--- config.mk ---
export PLATFORM = sky130hd
export DESIGN_NAME = led_seq_ctrl
export DESIGN_NICKNAME = d
export VERILOG_FILES = /design/src/rtl/led_seq_ctrl.sv
export SDC_FILE = /design/constraint.sdc
export NUM_CORES = 1
export LEC_CHECK = 0
export CAP_MARGIN = 15
export CORE_UTILIZATION = 35
export DETAILED_ROUTE_END_ITERATION = 10
export PLACE_DENSITY_LB_ADDON = 0.05
export SETUP_SLACK_MARGIN = 0.15
export SLEW_MARGIN = 20
export SYNTH_ARGS = -nofsm -noshare
export SYNTH_HDL_FRONTEND = slang
export SYNTH_SLANG_ARGS = --single-unit
--- constraint.sdc ---
create_clock -name clk -period 5.2 [get_ports clk]
set_input_delay 1.04 -clock clk [delete_from_list [all_inputs] [get_ports clk]]
set_output_delay 1.04 -clock clk [all_outputs]
set_load 0.03 [all_outputs]
--- src/rtl/led_seq_ctrl.sv ---
// rtl/led_seq_ctrl.sv - LED bank sequencer: prescaled step ticks, four patterns, pause/single-step
// Optional: define SEQ_AUTOCYCLE_EN to rotate through all modes automatically.
module led_seq_ctrl #(
  parameter int TICK_DIV = 6000000,
  parameter int LED_W    = 8
) (
  input  logic             clk,
  input  logic             rst,
  input  logic [1:0]       mode_sel,
  input  logic [1:0]       speed_sel,
  input  logic             pause,
  input  logic             step,
  output logic [LED_W-1:0] led,
  output logic             tick,
  output logic [1:0]       mode_q
);

  localparam int CW  = (TICK_DIV > 1) ? $clog2(TICK_DIV) : 1;
  localparam int CYW = $clog2(2 * LED_W);

  typedef enum logic {IDLE, RUN} state_t;

  state_t           state, state_nxt;
  logic [CW-1:0]    cnt;
  logic [CW-1:0]    lim;
  logic             adv;
  logic             dir, dir_nxt;
  logic             reload;
  logic [1:0]       tgt;
  logic [1:0]       mode_nxt;
  logic [LED_W-1:0] led_nxt;
`ifdef SEQ_AUTOCYCLE_EN
  logic [CYW-1:0]   cyc, cyc_nxt;
`endif

  function automatic logic [LED_W-1:0] init_pat(input logic [1:0] m);
    case (m)
      2'd1:    init_pat = ~(LED_W'(1) << (LED_W - 1));
      2'd3:    init_pat = '0;
      default: init_pat = ~LED_W'(1);
    endcase
  endfunction

  function automatic logic legal(input logic [1:0] m, input logic [LED_W-1:0] v);
    if (m == 2'd3)
      legal = (v == '0) || (v == '1);
    else
      legal = $onehot(~v);
  endfunction

  function automatic logic [CYW-1:0] cyc_len(input logic [1:0] m);
    case (m)
      2'd2:    cyc_len = CYW'(2 * LED_W - 2);
      2'd3:    cyc_len = CYW'(2);
      default: cyc_len = CYW'(LED_W);
    endcase
  endfunction

  // A shrinking period can leave cnt above the new limit; >= wraps it on the next cycle.
  assign lim = CW'((TICK_DIV >> speed_sel) - 1);

  always_ff @(posedge clk or negedge rst) begin
    if (!rst) begin
      cnt  <= '0;
      tick <= 1'b0;
    end else if (cnt >= lim) begin
      cnt  <= '0;
      tick <= 1'b1;
    end else begin
      cnt  <= cnt + CW'(1);
      tick <= 1'b0;
    end
  end

  assign adv = (tick & ~pause) | (step & pause);

  always_ff @(posedge clk or negedge rst) begin
    if (!rst) begin
      state  <= IDLE;
      led    <= '1;
      mode_q <= 2'd0;
      dir    <= 1'b0;
`ifdef SEQ_AUTOCYCLE_EN
      cyc    <= '0;
`endif
    end else begin
      state  <= state_nxt;
      led    <= led_nxt;
      mode_q <= mode_nxt;
      dir    <= dir_nxt;
`ifdef SEQ_AUTOCYCLE_EN
      cyc    <= cyc_nxt;
`endif
    end
  end

  always_comb begin
    state_nxt = state;
    if (adv)
      state_nxt = RUN;
  end

  // dir: 0 = shifting toward MSB (left), 1 = toward LSB (right); only bounce uses it.
  always_comb begin
    led_nxt  = led;
    mode_nxt = mode_q;
    dir_nxt  = dir;
    reload   = 1'b0;
    tgt      = mode_q;
`ifdef SEQ_AUTOCYCLE_EN
    cyc_nxt  = cyc;
`endif
    if (adv) begin
`ifdef SEQ_AUTOCYCLE_EN
      if (state == IDLE) begin
        reload = 1'b1;
      end else if (cyc == cyc_len(mode_q) - CYW'(1)) begin
        tgt    = mode_q + 2'd1;
        reload = 1'b1;
      end else if (!legal(mode_q, led)) begin
        reload = 1'b1;
      end
`else
      tgt = mode_sel;
      if (state == IDLE || mode_sel != mode_q || !legal(mode_q, led))
        reload = 1'b1;
`endif
      if (reload) begin
        mode_nxt = tgt;
        led_nxt  = init_pat(tgt);
        dir_nxt  = 1'b0;
`ifdef SEQ_AUTOCYCLE_EN
        cyc_nxt  = '0;
`endif
      end else begin
`ifdef SEQ_AUTOCYCLE_EN
        cyc_nxt = cyc + CYW'(1);
`endif
        case (mode_q)
          2'd0: led_nxt = {led[LED_W-2:0], led[LED_W-1]};
          2'd1: led_nxt = {led[0], led[LED_W-1:1]};
          2'd2: begin
            if (led == init_pat(2'd1)) begin
              dir_nxt = 1'b1;
              led_nxt = {led[0], led[LED_W-1:1]};
            end else if (led == init_pat(2'd0)) begin
              dir_nxt = 1'b0;
              led_nxt = {led[LED_W-2:0], led[LED_W-1]};
            end else if (dir) begin
              led_nxt = {led[0], led[LED_W-1:1]};
            end else begin
              led_nxt = {led[LED_W-2:0], led[LED_W-1]};
            end
          end
          default: led_nxt = ~led;
        endcase
      end
    end
  end

endmodule

After elaboration in Yosys (flattened, before gate mapping) --
Cells that the tools add are included.
Word-level totals: register bits 36, bits of input ports 8, output and inout bits 11, logic and storage cells 59
Cells by class: add/subtract/negate cells 9, magnitude comparators 1, equal/unequal tests 10, shifts and indexed selects 1, muxes and demuxes 16, bitwise gates (word level) 6, reduce and logical (&&, ||, !) cells 10
Operator list (count):
- $mux W8 | 4
- $pmux W8 S3 | 1
- $add A23 B1 Y23 const B | 1
- $ge A23 B23 Y1 | 1
- $mux W23 | 1
- $shr A23 B2 Y23 const A | 1
- $sub A23 B2 Y23 const B | 1
- $eq A8 B8 Y1 const B | 2
- $pmux W8 S2 | 1
- $mux W1 | 9
- $add A1 B1 Y2 | 4
- $eq A8 B7 Y1 const B | 1
- $logic_not A8 Y1 | 1
- $not A8 Y8 | 1
- $add A2 B2 Y3 | 2
- $eq A2 B2 Y1 const B | 3
- $add A3 B3 Y4 | 1
- $eq A2 B1 Y1 const B | 2
- $eq A4 B1 Y1 const B | 1
- $logic_or A1 B1 Y1 | 3
- $reduce_and A3 Y1 | 1
- $reduce_bool A3 Y1 | 1
- $and A1 B1 Y1 | 2
- $logic_not A2 Y1 | 1
- 6 further kinds | 7

Depth between registers and ports, before layout --
word-level depth 13, gate-level depth with buffers 14, mapped depth without buffers 13

Worst setup path after synthesis --
No wires, ideal clock.
kind register -> register, from register led[1], to register led[3], library setup time 77 ps, arrival time 3949 ps, setup slack 1173 ps, cell stages (with the launch flop) 15, buffers on the path 1, clock period less this slack 4027 ps, path through dfstp_2 fa_1 inv_1 fa_1 fa_1 ha_1 inv_1 fa_1 and4b_1 a41oi_1 or3_1 a21oi_2 buf_6 o311ai_1 a31oi_1
On the way: cells in the longest elaborated chain, start to end 12, elaborated cells on any way between the ends 20
RTL lines:
- start: declaration | line 13 | output logic [LED_W-1:0] led,
- start signal: assignment | line 88 | led <= led_nxt;
- $not A8 Y8 | line 48 | legal = $onehot(~v);
- $add A1 B1 Y2 (implied by the code) | line 48
- $add A2 B2 Y3 (implied by the code) | line 48
- $add A3 B3 Y4 (implied by the code) | line 48
- $eq A4 B1 Y1 | line 48
- $mux W1 | line 45 | if (m == 2'd3)
- $mux W1 | line 113 | if (adv) begin
- $logic_not A1 Y1 | line 125 | if (state == IDLE || mode_sel != mode_q || !legal(mode_q, led))
- $logic_or A1 B1 Y1 | line 125
- $mux W1 | line 125
- $mux W1 | line 113
- $mux W8 * | line 128 | if (reload) begin
Mark *: on every way between the ends. The rest lies on a longest branch, timed or not. The select of a mux whose other input is x is not followed. A chain may end at the register's enable or synchronous reset.

Worst setup path after layout --
from register led[3], to register led[1]
Same word-level chain as after synthesis.

==> results.json <==
{
  "rsz0062_at_grt": "no",
  "dr.pass1.iters": 4,
  "synth_fa_ha_area_share_pct": 18.22,
  "final-setup-viol-count": 0,
  "wl_mm": 6.694,
  "finalHoldViolCount": 0,
  "path_clk_slew_ns": 0.07,
  "ys_seq_area_share_pct": 32.04,
  "yosysMostFrequentCell": "nor2_1",
  "synth_top_area_share_pct": 24.65,
  "critPathLaunchType": "flip-flop",
  "dp_hpwl_mm": 4.907,
  "leakagePower_uw": 0.001491,
  "post-route-util_pct": 40.66,
  "die_width_um": 92.12,
  "ir_drop_mv": 0.5472,
  "wl_per_cell_um": 15.68,
  "p_int_uw": 700.0,
  "outcome": "finished, final reports clean",
  "yosys_register_bits": 36,
  "antenna_found_initial": 0,
  "pwr-share-clk_pct": 15.2,
  "die_area_um2": 8486,
  "ios": 19,
  "avgSynthCellArea_um2": 9.260,
  "cts_buffer_depth": 2,
  "synth_commonest_cells": "37 x nor2_1, 35 x ha_1, 28 x dfrtp_1, 25 x nand2_1, 23 x inv_1",
  "worst_pin_slew_ns": 0.8364,
  "cts_tree": "built",
  "gp_congestion": 0.8118,
  "port_buffers": 18,
  "criticalPathCategory": "reg -> reg",
  "fin_cells": 427,
  "insertion_delay_ns": 0.28,
  "async_flop_share_pct": 100.0,
  "core_area_um2": 7807,
  "rows": 32,
  "powerDensity_nw_per_um2": 397.7,
  "cap_violations": 0,
  "dr.max_layer_used": "met4",
  "cts_root_buffer": "clkbuf_8",
  "seqPwrFrac_pct": 34.5,
  "fin_crit_ns": 4.468,
  "synth-main-ff-cell": "dfrtp_1",
  "areaGrowthSynthToFinish_pct": 11.66,
  "comb_power_share_pct": 50.3,
  "fillerInstances": 794,
  "netlist_area_um2": 2843,
  "synth_top_family_by_area": "adder cells",
  "antenna_cells": 0,
  "synth_area_leaders": "dfrtp_1 25%, ha_1 15%, dfstp_2 7.4%",
  "yosysWarnings": 0,
  "synth_area_leader_cell": "dfrtp_1",
  "switching_share_pct": 44.55,
  "cts_sinks": 36,
  "grt_usage_pct": 17.00,
  "period_share_pct": 85.91,
  "finalSetupTns_ns": 0,
  "total_power_uw": 1262,
  "grt_pass1_wl_mm": 11.35,
  "finalMaxSlewViolations": 0,
  "die_y_um": 92.12,
  "crit_path_max_fanout": 12,
  "syn_inst": 307,
  "required_ns": 5.39,
  "cts_setup_buffers": 0,
  "post_cts_resized": 0,
  "grt_max_degree": 37,
  "cts_hold_buf": 0,
  "p_switching_uw": 562.4,
  "cts_buffers": 5,
  "ys_types": 51,
  "end_kind": "flip-flop",
  "drc": 0,
  "numPlacedInstances": 419,
  "wl_met1_mm": 3.583,
  "overflow": 0,
  "nets": 371,
  "drt-initial-drc-count": 182,
  "dr_wl_met2_mm": 2.802,
  "synth_edf_count": 0,
  "grt_pass1_vias": 2203,
  "initial_core_util_pct": 36.41,
  "clock.fmax_ghz": 0.2238,
  "antenna_left": 0,
  "hp-class": "reg -> reg",
  "synth_xor_area_share_pct": 7.394,
  "synthSimpleGateAreaFrac_pct": 18.13,
  "drive_gt1_share_pct": 8.000,
  "muxShareOfSynthArea_pct": 2.597,
  "arrival_ns": 4.66,
  "route.vias.total": 2275,
  "maxSlewHeadroom_pct": 44.24,
  "syn_nets": 354,
  "synth_compound_area_share_pct": 16.33,
  "htreeDepth": 2,
  "vias_per_cell": 5.328,
  "skew_ns": 0.003484,
  "met3_length_um": 248
}
-- metrics by stage --
| step | hold slack, ns | cell area, um^2 | setup WS, ns |
|---|---|---|---|
| after floorplan | 0.4439 | 2843 | 1.173 |
| after global placement | 0.4773 | 3093 | 0.8233 |
| after detailed placement | 0.4820 | 3093 | 0.7592 |
| after CTS | 0.4925 | 3174 | 0.7421 |
| after global routing | 0.5058 | 3174 | 0.4951 |
| final | 0.4866 | 3174 | 0.7325 |
-- worst paths after layout --
| kind | startpoint | endpoint | slack (ns) | cells after the start |
|---|---|---|---|---|
| worst min-delay path | cnt[0] | cnt[0] | 0.49 | 1 |
| min in group asynchronous | rst | cnt[17] | 0.86 | 1 |
| worst min register to register | cnt[0] | cnt[0] | 0.49 | 1 |
| worst max register to register | led[3] | led[1] | 0.73 | 13 |
| max in group asynchronous | rst | mode_q[0] | 3.82 | 1 |
| worst max-delay path | led[3] | led[1] | 0.73 | 13 |
-- area by class of cell --
cell class                 count  area (um^2)  share of cell area, %
clock buffer                   7        76.32                  2.404
inverter                      24        90.09                  2.838
multi-input combinational    238         1782                  56.13
timing repair buffer          19        182.7                  5.755
sequential                    36        910.9                  28.70
clock inverter                 1        5.005                 0.1577
tap                          102        127.6                  4.020
-- power groups by stage --
stage                     registers (uW)  clock network (uW)  logic, uW
final                                435                 192        635
after detailed placement             440                   0        632
after floorplan                      450                   0        426
after CTS                            435                 202        637
after global placement               438                   0        630
after global routing                 446                 214        713
-- layer usage --
| layer | track usage (%) | vias up |
|---|---|---|
| li1 | - | 1132 |
| met1 | 25.54 | 1096 |
| met2 | 24.69 | 41 |
| met3 | 3.234 | 6 |
| met4 | 4.427 | 0 |
| met5 | 0 | - |
-- worst max-delay path: stages, from the launching register on --
cell and delay, ns:
dfstp_2 0.66, fa_1 0.44, inv_1 0.07, fa_1 0.42, fa_1 0.50, ha_1 0.20, inv_1 0.07, fa_1 0.49
and4b_1 0.19, a41oi_1 0.06, or3_1 0.35, a21oi_2 0.47, nand2b_1 0.30, a31oi_1 0.12
-- logic make-up after synthesis --
logic type	after synthesis
muxes	6
AOI/OAI and AO/OA	64
and+or+nand+nor	105
buffers and inverters	33
DFF	36
adders and majority gates	39
xor gates and xnor gates	24
-- state kept, by name, summed over array words and instances (netlist names) --
name,cells
cnt,23
dir,1
led,8
mode_q,2
state,1
tick,1
-- cells in the final DEF, fill, tap and decap left out, drive strengths merged, types with 2 or more instances in the layout --
cell,synthesis,layout
ha,35,35
nand3,11,11
nor4,2,2
and3,4,4
xnor2,9,9
a21o,7,7
clkbuf,3,7
nand2b,2,2
buf,6,2
a211oi,2,2
xor2,15,15
a221oi,2,2
clkdlybuf4s50,0,17
nor2,38,38
nor2b,3,3
dfrtp,28,28
o21ai,13,13
nor3,5,5
dfstp,8,8
mux2i,4,4
and4,6,6
fa,4,4
a21boi,4,4
clkinv,1,2
a31oi,7,7
o22ai,3,3
a21oi,9,9
inv,23,23
nand4,4,4
nand2,25,25
o311ai,10,10
No activity file was read; power rests on OpenSTA's default activity.
